### src/rtl/jt1943_scr_romrd_if.sv
// Bundle of the scroll-generator ROM ports and the SDRAM request port used by
// jt1943_scr_romrd. The master view belongs to the ROM responder; the slave
// view belongs to whatever drives the addresses and plays the SDRAM arbiter.
//
// SDRAM handshake: sdram_req rises with sdram_addr and both hold steady until
// the arbiter answers with a one-cycle sdram_ack; sdram_req drops after the
// ack edge. Read data is then delivered on sdram_data, qualified by a
// one-cycle sdram_dok. Only one request is ever outstanding.
interface jt1943_scr_romrd_if;
    logic [13:0] map_addr;
    logic [15:0] map_data;
    logic        map_ok;
    logic [16:0] scr_addr;
    logic [15:0] scrom_data;
    logic        scr_ok;
    logic [21:0] sdram_addr;
    logic        sdram_req;
    logic        sdram_ack;
    logic        sdram_dok;
    logic [15:0] sdram_data;
    logic [1:0]  st_dbg;

    modport master (
        input  map_addr, scr_addr, sdram_ack, sdram_dok, sdram_data,
        output map_data, map_ok, scrom_data, scr_ok, sdram_addr, sdram_req, st_dbg
    );

    modport slave (
        output map_addr, scr_addr, sdram_ack, sdram_dok, sdram_data,
        input  map_data, map_ok, scrom_data, scr_ok, sdram_addr, sdram_req, st_dbg
    );
endinterface

### src/rtl/jt1943_scr_romrd.sv
// ROM responder for one 1943 scroll layer: keeps a one-word cache for the map
// ROM port and one for the tile-graphics ROM port, and refills a stale entry
// from SDRAM. The map port always wins when both entries are stale.
// st_dbg exposes the FSM state (0 idle, 1 waiting ack, 2 waiting data).
module jt1943_scr_romrd #(
    parameter logic [21:0] MAP_OFFSET = 22'h00000,
    parameter logic [21:0] SCR_OFFSET = 22'h10000
) (
    input logic clk,
    input logic rst,
    jt1943_scr_romrd_if.master bus
);

    typedef enum logic [1:0] {
        IDLE      = 2'd0,
        WAIT_ACK  = 2'd1,
        WAIT_DATA = 2'd2
    } state_t;

    state_t      st;
    logic        gnt_scr;    // 1: the outstanding fetch belongs to the scroll port
    logic [16:0] gnt_addr;   // port address captured at grant, becomes the tag on fill
    logic [21:0] sdram_addr;
    logic        sdram_req;

    logic [13:0] map_tag;
    logic [15:0] map_data;
    logic        map_valid;
    logic [16:0] scr_tag;
    logic [15:0] scr_data;
    logic        scr_valid;

    logic        map_hit;
    logic        scr_hit;

    // Hit detection is combinational so a cached word is usable the same
    // cycle its address shows up.
    assign map_hit = map_valid && (map_tag == bus.map_addr);
    assign scr_hit = scr_valid && (scr_tag == bus.scr_addr);

    assign bus.map_ok     = map_hit;
    assign bus.scr_ok     = scr_hit;
    assign bus.map_data   = map_data;
    assign bus.scrom_data = scr_data;
    assign bus.sdram_addr = sdram_addr;
    assign bus.sdram_req  = sdram_req;
    assign bus.st_dbg     = st;

    // Fetch sequencer and cache fill. A fill always uses the address latched
    // at grant, so an address that moved mid-fetch simply stays a miss and
    // gets re-granted from IDLE.
    always_ff @(posedge clk or posedge rst) begin
        if (rst) begin
            st         <= IDLE;
            gnt_scr    <= 1'b0;
            gnt_addr   <= '0;
            sdram_addr <= '0;
            sdram_req  <= 1'b0;
            map_tag    <= '0;
            map_data   <= '0;
            map_valid  <= 1'b0;
            scr_tag    <= '0;
            scr_data   <= '0;
            scr_valid  <= 1'b0;
        end else begin
            case (st)
                IDLE: begin
                    if (!map_hit) begin
                        gnt_scr    <= 1'b0;
                        gnt_addr   <= {3'd0, bus.map_addr};
                        sdram_addr <= MAP_OFFSET + {8'd0, bus.map_addr};
                        sdram_req  <= 1'b1;
                        st         <= WAIT_ACK;
                    end else if (!scr_hit) begin
                        gnt_scr    <= 1'b1;
                        gnt_addr   <= bus.scr_addr;
                        sdram_addr <= SCR_OFFSET + {5'd0, bus.scr_addr};
                        sdram_req  <= 1'b1;
                        st         <= WAIT_ACK;
                    end
                end
                WAIT_ACK: begin
                    // A dok coinciding with the ack belongs to nobody; only
                    // the ack is taken here.
                    if (bus.sdram_ack) begin
                        sdram_req <= 1'b0;
                        st        <= WAIT_DATA;
                    end
                end
                WAIT_DATA: begin
                    if (bus.sdram_dok) begin
                        if (gnt_scr) begin
                            scr_data  <= bus.sdram_data;
                            scr_tag   <= gnt_addr;
                            scr_valid <= 1'b1;
                        end else begin
                            map_data  <= bus.sdram_data;
                            map_tag   <= gnt_addr[13:0];
                            map_valid <= 1'b1;
                        end
                        st <= IDLE;
                    end
                end
                default: begin
                    st        <= IDLE;
                    sdram_req <= 1'b0;
                end
            endcase
        end
    end

endmodule

### src/flat_wrapper.sv
// flat-port wrapper written by rule: the top's interface ports become plain ports
module jt1943_scr_romrd_flat 
#(
    parameter logic [21:0] MAP_OFFSET = 22'h00000,
    parameter logic [21:0] SCR_OFFSET = 22'h10000
)
  (clk, rst, bus_map_addr, bus_scr_addr, bus_sdram_ack, bus_sdram_dok, bus_sdram_data, bus_map_data, bus_map_ok, bus_scrom_data, bus_scr_ok, bus_sdram_addr, bus_sdram_req, bus_st_dbg);
  jt1943_scr_romrd_if bus_i ();
  input logic clk;
  input logic rst;
  input wire logic [$bits(bus_i.map_addr)-1:0] bus_map_addr;
  input wire logic [$bits(bus_i.scr_addr)-1:0] bus_scr_addr;
  input wire logic [$bits(bus_i.sdram_ack)-1:0] bus_sdram_ack;
  input wire logic [$bits(bus_i.sdram_dok)-1:0] bus_sdram_dok;
  input wire logic [$bits(bus_i.sdram_data)-1:0] bus_sdram_data;
  output wire logic [$bits(bus_i.map_data)-1:0] bus_map_data;
  output wire logic [$bits(bus_i.map_ok)-1:0] bus_map_ok;
  output wire logic [$bits(bus_i.scrom_data)-1:0] bus_scrom_data;
  output wire logic [$bits(bus_i.scr_ok)-1:0] bus_scr_ok;
  output wire logic [$bits(bus_i.sdram_addr)-1:0] bus_sdram_addr;
  output wire logic [$bits(bus_i.sdram_req)-1:0] bus_sdram_req;
  output wire logic [$bits(bus_i.st_dbg)-1:0] bus_st_dbg;
  assign bus_i.map_addr = bus_map_addr;
  assign bus_i.scr_addr = bus_scr_addr;
  assign bus_i.sdram_ack = bus_sdram_ack;
  assign bus_i.sdram_dok = bus_sdram_dok;
  assign bus_i.sdram_data = bus_sdram_data;
  assign bus_map_data = bus_i.map_data;
  assign bus_map_ok = bus_i.map_ok;
  assign bus_scrom_data = bus_i.scrom_data;
  assign bus_scr_ok = bus_i.scr_ok;
  assign bus_sdram_addr = bus_i.sdram_addr;
  assign bus_sdram_req = bus_i.sdram_req;
  assign bus_st_dbg = bus_i.st_dbg;
  jt1943_scr_romrd #(.MAP_OFFSET(MAP_OFFSET), .SCR_OFFSET(SCR_OFFSET)) u_core (.clk(clk), .rst(rst), .bus(bus_i));
endmodule
### config.mk
export PLATFORM = sky130hd
export DESIGN_NAME = jt1943_scr_romrd_flat
export DESIGN_NICKNAME = d
export VERILOG_FILES = /design/src/rtl/jt1943_scr_romrd_if.sv /design/src/rtl/jt1943_scr_romrd.sv /design/src/flat_wrapper.sv
export SDC_FILE = /design/constraint.sdc
export NUM_CORES = 1
export LEC_CHECK = 0
export CORE_ASPECT_RATIO = 1.2
export CORE_MARGIN = 5
export CORE_UTILIZATION = 52
export CTS_CLUSTER_DIAMETER = 120
export CTS_CLUSTER_SIZE = 10
export DETAILED_ROUTE_END_ITERATION = 16
export GPL_ROUTABILITY_DRIVEN = 0
export GPL_TIMING_DRIVEN = 0
export MAX_ROUTING_LAYER = met4
export PLACE_DENSITY = 0.85
export SLEW_MARGIN = 10
export SYNTH_ARGS = -nofsm -noshare
export SYNTH_HDL_FRONTEND = slang
export SYNTH_SLANG_ARGS = --single-unit
export TNS_END_PERCENT = 20
### constraint.sdc
create_clock -name clk -period 8.55 [get_ports clk]
set_input_delay 1.71 -clock clk [delete_from_list [all_inputs] [get_ports clk]]
set_output_delay 1.71 -clock clk [all_outputs]
set_load 0.05 [all_outputs]
==> reports/metrics.cfg, run 1 <==
[critical_path]
r2r-end = u_core.gnt_addr[8]
r2r_start = u_core.scr_tag[15]
r2r_cells = 6
cp_max_fo = 10
crit_arrival_ns = 4.44
cp_top_family = buffers and inverters
cpPeakStageDelay_ns = 0.79
path_class = in2out
crit_end = bus_scr_ok
crit_start = bus_scr_addr[15]
cp.depth = 9
crit_required_ns = 6.84
r2r_slack_ns = 6.42
worst_path_max_delay_cell = clkdlybuf4s50_1
cp_cell_sequence = clkdlybuf4s50_1 > xor2_1 > nor4_2 > nand3_2 > or2_1 > buf_6 > buf_6 > inv_1 > clkdlybuf4s50_1
worst_setup_path_end_kind = output port
cp_num_buf_inv = 5
startpoint_type = input port

[cts]
numCtsBuffers = 9
post_cts_buffers = 0
hold_buffers = 0
cts_root_buf = clkbuf_8
clockBufferDepth = 2
htree_levels = 3
cts_tree = done
clkLatencyLatePin_ns = 0.35
cts_resized = 0
clkSinkCount = 87
path_clk_slew_ns = 0.09

[timing]
slew_viol_final = 0
period_needed_ns = 6.15
fmax_ghz = 0.163
rsz0062_at_grt = no
max-slew-margin-rel_pct = 51.9
skew_ns = 0.00937
period_share_pct = 71.9
tns_ns = 0
fin_ws_ns = 2.40
setup_violations = 0
tightest_slew_ns = 0.722
hold_violations = 0

[drt]
viasPerCell = 5.69
drc = 0
dr.pass1.iters = 4
vias = 3039
drt-initial-drc-count = 266
wl_per_cell_um = 19.6
ant_nets = 0
postRouteWirelength_um = 10500

[yosys]
ys_ff_latch = 87
yosysUniqueCellTypes = 34
seq_area_frac_synth_pct = 53.1
synth.avg_cell_area_sq_um = 12.9
synth_async_sr_flop_share_pct = 100
syn_area_sq_mm = 0.00410
yosys.cell_count.top_type = dfrtp_1
yosysWarnings = 0
synth_top_cell_by_area = dfrtp_1
yosysTopAreaCellShare_pct = 53.1
synth_top_cells_by_count = dfrtp_1, mux2_2, nand2_1
synthTopCellsByArea = dfrtp_1, mux2_2, xor2_1, xnor2_1, o2111ai_1
synth_edf_count = 0
synth_ff_type = dfrtp_1
syn_inst = 317

[placed_design]
dpl.hpwl_um = 7530
io_buffer_count = 105
post-place-ws_ns = 2.42

[die]
die_area_sq_mm = 0.00977
rows = 35
fp.dieH_um = 107
fp.coreArea_sq_mm = 0.00771
initial_core_util_pct = 53.2
die_w_um = 91.1
pin_count = 110

[run]
drv_cap = 0

[global_routing]
grt_max_degree = 62
antenna_found_initial = 0
grt.overflow.total = 0
track_usage_pct = 23.3
grt_pass1_vias = 3422
grt_pass1_wl_um = 17500

[finish]
syn_to_final_growth_pct = 35.1
diodes = 0
drive_above_1_share_pct = 26.2
final_nets = 488

[worst_hold_path]
hold_path.class = reg2reg
min_path_cells = 1

[power]
p_per_area_mw_per_mm2 = 390
ir_drop_v = 0.000292
power.leakage_uw = 0.00235

[status]
status = finished, final reports clean

-- cell families after synthesis --
| kind of cell | Yosys count | synth area share [%] |
|---|---|---|
| compound gates | 54 | 12.2 |
| xor+xnor | 31 | 6.62 |
| buf+inv | 31 | 4.09 |
| flops | 87 | 53.1 |
| mux | 63 | 17.3 |
| other cells | 1 | 0.0915 |
| simple gates | 50 | 6.62 |
-- registers in the layout, indices dropped and copies added (netlist names) --
register	count
u_core.scr_tag	17
u_core.bus.sdram_addr	2
u_core.bus.sdram_req	1
u_core.gnt_scr	1
u_core.gnt_addr	16
u_core.scr_valid	1
u_core.map_tag	14
u_core.bus.st_dbg	2
u_core.bus.scrom_data	16
u_core.bus.map_data	16
u_core.map_valid	1
-- through the flow --
step | util, % | hold slack, ns | total power, uW | cell area [sq um] | instances
3_3_place_gp | 68.5 | 0.468 | 1800 | 5280 | 517
5_1_grt | 71.9 | 0.525 | 2270 | 5540 | 534
4_1_cts | 71.9 | 0.511 | 2170 | 5540 | 534
3_5_place_dp | 68.9 | 0.486 | 1840 | 5310 | 518
2_1_floorplan | - | 0.439 | 1460 | 4110 | 320
6_report | 71.9 | 0.509 | 2160 | 5540 | 534
-- layer usage --
layer / vias up / track usage, % / part of all wire, %
met5: - / - / 0
met2: 136 / 36.4 / 48
li1: 1378 / - / -
met1: 1497 / 28.5 / 41
met4: 0 / 9.22 / 2.9
met3: 28 / 7.13 / 7.7
-- cell type report --
type                       instances  area [sq um]
clock inverter                     6          92.6
buffer                            23           136
multi-input combinational        202          1770
sequential                        87          2180
inverter                           8          33.8
clock buffer                      10           138
tap                               92           115
fill                             539          2170
timing repair buffer             106          1080
-- cell usage in the layout, fill, tap and decap left out, types with 4 or more instances in the layout --
cell type and count:
clkdlybuf4s50_1 105, dfrtp_1 87, mux2_2 63, nand2_1 30, xor2_1 16, xnor2_1 15
o2111ai_1 14, a2bb2oi_1 12, clkbuf_1 10, clkbuf_8 10, o211ai_2 9, inv_1 6
o211ai_1 6, buf_4 6, buf_2 4, nor4_2 4, nand4_1 4, o2bb2ai_1 4
conb_1 4
-- report_power, final --
part | switching, uW | internal [uW]
Combinational | 674 | 430
Clock | 156 | 174
Sequential | 137 | 590
-- how the worst min path moves through the flow --
stage                                         start                        end  slack (ns)
after floorplan                    u_core.map_valid           u_core.map_valid        0.44
after global placement             u_core.scr_valid           u_core.scr_valid        0.47
after detailed placement  u_core.bus.sdram_addr[16]  u_core.bus.sdram_addr[16]        0.49
after CTS                 u_core.bus.sdram_addr[16]  u_core.bus.sdram_addr[16]        0.51
after global routing      u_core.bus.sdram_addr[16]  u_core.bus.sdram_addr[16]        0.53
final                              u_core.scr_valid           u_core.scr_valid        0.51
-- worst register-to-register path: stages, from the launching register on --
cell and delay, ns:
dfrtp_1 0.39, xor2_1 0.19, nor4_2 0.39, nand3_2 0.26, clkbuf_1 0.32, o2111ai_1 0.32
o211ai_2 0.13
(Power assumes the default switching activity.)
==> run 2, diff against run 1 <==
--- a/config.mk
+++ b/config.mk
@@ -7,14 +7,14 @@
 export LEC_CHECK = 0
 export CORE_ASPECT_RATIO = 1.2
 export CORE_MARGIN = 5
-export CORE_UTILIZATION = 52
+export CORE_UTILIZATION = 44
 export CTS_CLUSTER_DIAMETER = 120
 export CTS_CLUSTER_SIZE = 10
 export DETAILED_ROUTE_END_ITERATION = 16
 export GPL_ROUTABILITY_DRIVEN = 0
 export GPL_TIMING_DRIVEN = 0
 export MAX_ROUTING_LAYER = met4
-export PLACE_DENSITY = 0.85
+export PLACE_DENSITY = 0.77
 export SLEW_MARGIN = 10
 export SYNTH_ARGS = -nofsm -noshare
 export SYNTH_HDL_FRONTEND = slang
==> constraint.sdc (replaced) <==
create_clock -name clk -period 5.3 [get_ports clk]
set_input_delay 1.06 -clock clk [delete_from_list [all_inputs] [get_ports clk]]
set_output_delay 1.06 -clock clk [all_outputs]
set_load 0.05 [all_outputs]
==> reports/metrics.cfg, run 2 (synthesis results as in run 1) <==
[cts]
numCtsBuffers = 9  ; unchanged
clockBufferDepth = 2  ; unchanged
hold_buffers = 0  ; unchanged
clkLatencyLatePin_ns = 0.36  ; about the same
clkSinkCount = 87  ; unchanged
cts_root_buf = clkbuf_8
post_cts_buffers = 0  ; unchanged
cts_resized = 0  ; unchanged
htree_levels = 3  ; unchanged
path_clk_slew_ns = 0.08  ; about the same
cts_tree = done

[finish]
largest-register = u_core.scr_tag
diodes = 0  ; unchanged
n_fill_cell = 743  ; +38%
drive_above_1_share_pct = 25.9  ; -0.39 points
final_nets = 488  ; unchanged
largest_reg_flops = 17  ; unchanged
final_cell_mix = clkdlybuf4s50_1, dfrtp_1, mux2_2, nand2_1, xor2_1
final_common_cell = clkdlybuf4s50_1
syn_to_final_growth_pct = 34.6

[global_routing]
grt_pass1_wl_um = 16900  ; -3.1%
track_usage_pct = 19.7  ; -3.6 points
antenna_found_initial = 0  ; unchanged
gr-usage-met3_pct = 4.64  ; -2.5 points
grt.overflow.total = 0  ; unchanged
grt.busiest_layer = met2
grt_util_met2_pct = 31.3  ; -5.1 points
grt_max_degree = 57  ; -8.1%
grt_pass1_vias = 3293  ; -3.8%
met1_usage_pct = 24.1  ; -4.3 points

[power]
power.leakage_uw = 0.00234  ; -0.57%
ir_drop_v = 0.000425  ; +46%
fin_total_pwr_uw = 3390  ; +57%
p_per_area_mw_per_mm2 = 614  ; +57%

[critical_path]
crit_arrival_ns = 3.79  ; -0.65 ns
crit_start = bus_scr_addr[11]
worst_setup_path_end_kind = output port
path_class = in2out
cp_max_fo = 10  ; unchanged
crit_required_ns = 4.24  ; -2.60 ns
r2r-end = u_core.gnt_addr[9]
r2r_slack_ns = 3.19  ; -3.23 ns
r2r_cells = 7  ; +1
crit_end = bus_scr_ok
startpoint_type = input port
r2r_start = u_core.map_tag[12]

[timing]
setup_violations = 0  ; unchanged
hold_violations = 0  ; unchanged
period_share_pct = 91.6
rsz0062_at_grt = no
slew_viol_final = 0  ; unchanged
period_needed_ns = 4.85
max-slew-margin-rel_pct = 53.1  ; +1.3 points
fmax_ghz = 0.206
tightest_slew_ns = 0.703  ; -0.0188 ns
tns_ns = 0  ; unchanged
skew_ns = 0.00927  ; -0.0000983 ns

[drt]
viasPerCell = 5.42  ; -4.8%
ant_nets = 0  ; unchanged
drc = 0  ; unchanged
wl_per_cell_um = 18.8  ; -3.9%
drt-initial-drc-count = 189  ; -29%
postRouteWirelength_um = 10500  ; +0.93%
dr.pass1.iters = 4  ; unchanged
vias = 3041  ; +0.066%

[worst_hold_path]
hold_path.class = reg2reg
min_from = u_core.scr_valid

[die]
die_w_um = 98.1  ; +7.8%
fp.dieH_um = 116  ; +7.9%
initial_core_util_pct = 45.2  ; -8.0 points
die_area_sq_mm = 0.0114  ; +16%
fp.coreArea_sq_mm = 0.00908  ; +18%
rows = 38  ; +8.6%
pin_count = 110  ; unchanged

[placed_design]
io_buffer_count = 105  ; unchanged
dpl.hpwl_um = 7660  ; +1.7%

[status]
status = finished, final reports clean

[run]
drv_cap = 0  ; unchanged

==> run 2: cell count changes in the layout (fill, tap and decap cells not counted), sizes merged <==
cell      previous run  this run
clkinv               2         5
bufinv               2         1
clkinvlp             2         0
inv                  8         7
==> run 2: through the flow <==
step / worst slack, ns / instance area (sq um) / hold slack, ns / util [%] / instances
2_1_floorplan: 1.72 / 4110 / 0.439 / - / 320
3_3_place_gp: 0.465 / 5310 / 0.468 / 58.5 / 545
3_5_place_dp: 0.417 / 5340 / 0.471 / 58.8 / 546
4_1_cts: 0.410 / 5520 / 0.493 / 60.8 / 561
5_1_grt: 0.313 / 5520 / 0.521 / 60.8 / 561
6_report: 0.445 / 5520 / 0.493 / 60.8 / 561
==> run 2: worst min-delay path by stage <==
stage                                   to  slack [ns]  depth (start not counted)
after floorplan           u_core.map_valid        0.44                          1
after global placement    u_core.scr_valid        0.47                          1
after detailed placement  u_core.scr_valid        0.47                          1
after CTS                 u_core.scr_valid        0.49                          1
after global routing      u_core.map_valid        0.52                          1
final                     u_core.scr_valid        0.49                          1
==> run 2: where the power goes <==
| part | total, uW | switching, uW | internal (uW) |
|---|---|---|---|
| combinational | 1780 | 1090 | 694 |
| clock | 443 | 231 | 212 |
| sequential | 1160 | 212 | 952 |
==> run 2: layer usage <==
layer / part of all wire, % / up-vias
met2: 49 / 131
met4: 2.0 / 0
met3: 7.6 / 16
met1: 41 / 1508
li1: - / 1386
met5: 0 / -
==> run 2: area by class of cell <==
cell class,instances,area [sq um],area share [%]
clock inverter,5,50.0,0.907
sequential,87,2180,39.4
multi-input combinational,202,1770,32.0
clock buffer,10,128,2.31
timing repair buffer,106,1080,19.5
tap,120,150,2.72
buffer,23,136,2.47
inverter,8,33.8,0.612
==> run 2: critical path: stages <==
cell and delay (ns):
clkdlybuf4s50_1 0.46, xor2_1 0.20, nor4_2 0.37, nand3_2 0.27
or2_1 0.30, buf_6 0.14, buf_6 0.15, inv_1 0.06
clkdlybuf4s50_1 0.79
==> run 3, diff against run 2 <==
--- a/config.mk
+++ b/config.mk
@@ -14,7 +14,7 @@
 export GPL_ROUTABILITY_DRIVEN = 0
 export GPL_TIMING_DRIVEN = 0
 export MAX_ROUTING_LAYER = met4
-export PLACE_DENSITY = 0.77
+export PLACE_DENSITY = 0.85
 export SLEW_MARGIN = 10
 export SYNTH_ARGS = -nofsm -noshare
 export SYNTH_HDL_FRONTEND = slang
==> constraint.sdc (replaced) <==
create_clock -name clk -period 4.4 [get_ports clk]
set_input_delay 0.88 -clock clk [delete_from_list [all_inputs] [get_ports clk]]
set_output_delay 0.88 -clock clk [all_outputs]
set_load 0.05 [all_outputs]
==> reports/metrics.cfg, run 3 (synthesis results as in run 1) <==
[status]
status = finished, final reports clean

[cts]
hold_buffers = 0  ; unchanged
post_cts_buffers = 0  ; unchanged
clkLatencyLatePin_ns = 0.36  ; about the same
htree_levels = 3  ; unchanged
clkSinkCount = 87  ; unchanged
path_clk_slew_ns = 0.07  ; about the same
clockBufferDepth = 2  ; unchanged
cts_root_buf = clkbuf_8
cts_tree = done
numCtsBuffers = 9  ; unchanged

[critical_path]
startpoint_type = input port
path_class = in2out
worst_setup_path_end_kind = output port
cp_cell_sequence = clkdlybuf4s50_1 > xor2_1 > nor4_2 > nand3_2 > or2_1 > buf_6 > buf_6 > inv_1 > dlygate4sd2_1
worst_path_max_delay_cell = dlygate4sd2_1
cp_max_fo = 10  ; unchanged
crit_required_ns = 3.52  ; -0.72 ns
cpMostUsedCell = buf_6
crit_arrival_ns = 3.37  ; -0.42 ns
cpPeakStageDelay_ns = 0.51  ; -0.28 ns

[die]
die_area_sq_mm = 0.0114  ; unchanged
pin_count = 110  ; unchanged
fp.dieH_um = 116  ; unchanged
fp.coreArea_sq_mm = 0.00908  ; unchanged
die_w_um = 98.1  ; unchanged
rows = 38  ; unchanged
initial_core_util_pct = 45.2  ; unchanged

[timing]
period_needed_ns = 4.25
period_share_pct = 96.6
setup_violations = 0  ; unchanged
rsz0062_at_grt = no
max-slew-margin-rel_pct = 51.3  ; -1.8 points
hold_violations = 0  ; unchanged
whs_ns = 0.493  ; -0.000225 ns
tightest_slew_ns = 0.731  ; +0.0277 ns
fmax_ghz = 0.235
skew_ns = 0.0105  ; +0.00118 ns
slew_viol_final = 0  ; unchanged

[finish]
final_nets = 488  ; unchanged
n_fill_cell = 719  ; -3.2%
multi_input_area_sq_mm = 0.00177  ; unchanged
final_cell_mix = clkdlybuf4s50_1, dfrtp_1, mux2_2, nand2_1, xor2_1
largest-register = u_core.scr_tag
diodes = 0  ; unchanged
drive_above_1_share_pct = 25.2  ; -0.62 points
largest_reg_flops = 17  ; unchanged
syn_to_final_growth_pct = 34.6  ; about the same
seq_area_sq_mm = 0.00218  ; unchanged
final_common_cell = clkdlybuf4s50_1

[power]
ir_drop_v = 0.000447  ; +5.2%
combPwrFrac_pct = 52.4  ; -0.2 points
pwr-share-clk_pct = 13.1  ; about the same
p_int_uw = 2260  ; +21%
switching_share_pct = 44.8  ; -0.34 points
p_sw_uw = 1830  ; +20%
fin_total_pwr_uw = 4090  ; +21%
p_per_area_mw_per_mm2 = 741  ; +21%
seqPwrFrac_pct = 34.5  ; about the same
power.leakage_uw = 0.00234  ; +0.16%

[global_routing]
grt_pass1_vias = 3325  ; +0.97%
grt_max_degree = 64  ; +12%
antenna_found_initial = 0  ; unchanged
grt.overflow.total = 0  ; unchanged
track_usage_pct = 19.7  ; -0.064 points
grt_pass1_wl_um = 16700  ; -1.3%

[run]
drv_cap = 0  ; unchanged

[drt]
vias = 3041  ; unchanged
ant_nets = 0  ; unchanged
wl_per_cell_um = 18.7  ; -0.38%
viasPerCell = 5.43  ; +0.18%
postRouteWirelength_um = 10500  ; -0.56%
dr.pass1.iters = 4  ; unchanged
drt-initial-drc-count = 123  ; -35%
drc = 0  ; unchanged

[placed_design]
dpl.hpwl_um = 7650  ; -0.16%
io_buffer_count = 105  ; unchanged

[worst_hold_path]
hold_path.class = reg2reg

==> run 3: cell count changes in the layout (fill, tap and decap cells not counted), sizes merged <==
cell | before | now
clkbuf | 20 | 23
clkdlybuf4s50 | 105 | 103
clkinv | 5 | 1
dlygate4sd2 | 0 | 2
==> run 3: final cells by class <==
| type | instances | share of cell area [%] |
|---|---|---|
| tap | 120 | 2.72 |
| clock inverter | 1 | 0.544 |
| clock buffer | 13 | 2.70 |
| buffer | 23 | 2.47 |
| timing repair buffer | 106 | 19.5 |
| sequential | 87 | 39.4 |
| inverter | 8 | 0.612 |
| multi-input combinational | 202 | 32.0 |
==> run 3: what timing repair did <==
item	CTS	global route
endpoints found under the hold margin	0	0
gates resized for setup	2	0
endpoints found under the setup margin	2	0
==> run 3: per-stage QoR <==
step | area (sq um) | cells | TNS, ns | setup WS, ns | util [%]
after detailed placement | 5340 | 546 | -0.177 | -0.128 | 58.8
after CTS | 5520 | 560 | 0 | 0.147 | 60.8
after global routing | 5520 | 560 | 0 | 0.0539 | 60.8
final | 5520 | 560 | 0 | 0.148 | 60.8
after global placement | 5310 | 545 | -2.37 | -0.109 | 58.5
after floorplan | 4110 | 320 | 0 | 1.18 | -
==> run 3: path summary, 6_finish.rpt <==
kind,start,cells past startpoint,endpoint,slack (ns)
max in group asynchronous,rst,3,u_core.bus.scrom_data[13],2.93
max,bus_scr_addr[11],9,bus_scr_ok,0.15
min in group asynchronous,rst,2,u_core.bus.scrom_data[0],0.86
min,u_core.bus.sdram_addr[16],1,u_core.bus.sdram_addr[16],0.49
min reg2reg,u_core.bus.sdram_addr[16],1,u_core.bus.sdram_addr[16],0.49
max reg2reg,u_core.map_tag[9],7,u_core.gnt_addr[5],2.27
==> run 3: critical path: cells and delay by family <==
family,cells,cell delay (ns)
buffers and inverters,5,1.30
and+or+nand+nor,3,0.98
xor gates and xnor gates,1,0.19
==> run 3: power groups by stage <==
stage                     registers [uW]  logic [uW]  clock network (uW)
after floorplan                     2150         679                   0
after CTS                           1410        2160                 551
final                               1410        2140                 537
after detailed placement            1420        2150                   0
after global placement              1400        2110                   0
after global routing                1460        2240                 589
==> run 3: layer usage <==
layer	part of all wire (%)	GRT usage (%)	vias up
met5	0	-	-
met4	2.2	8.40	0
met3	7.5	5.54	20
met2	51	33.3	118
met1	40	21.9	1525
li1	-	-	1378
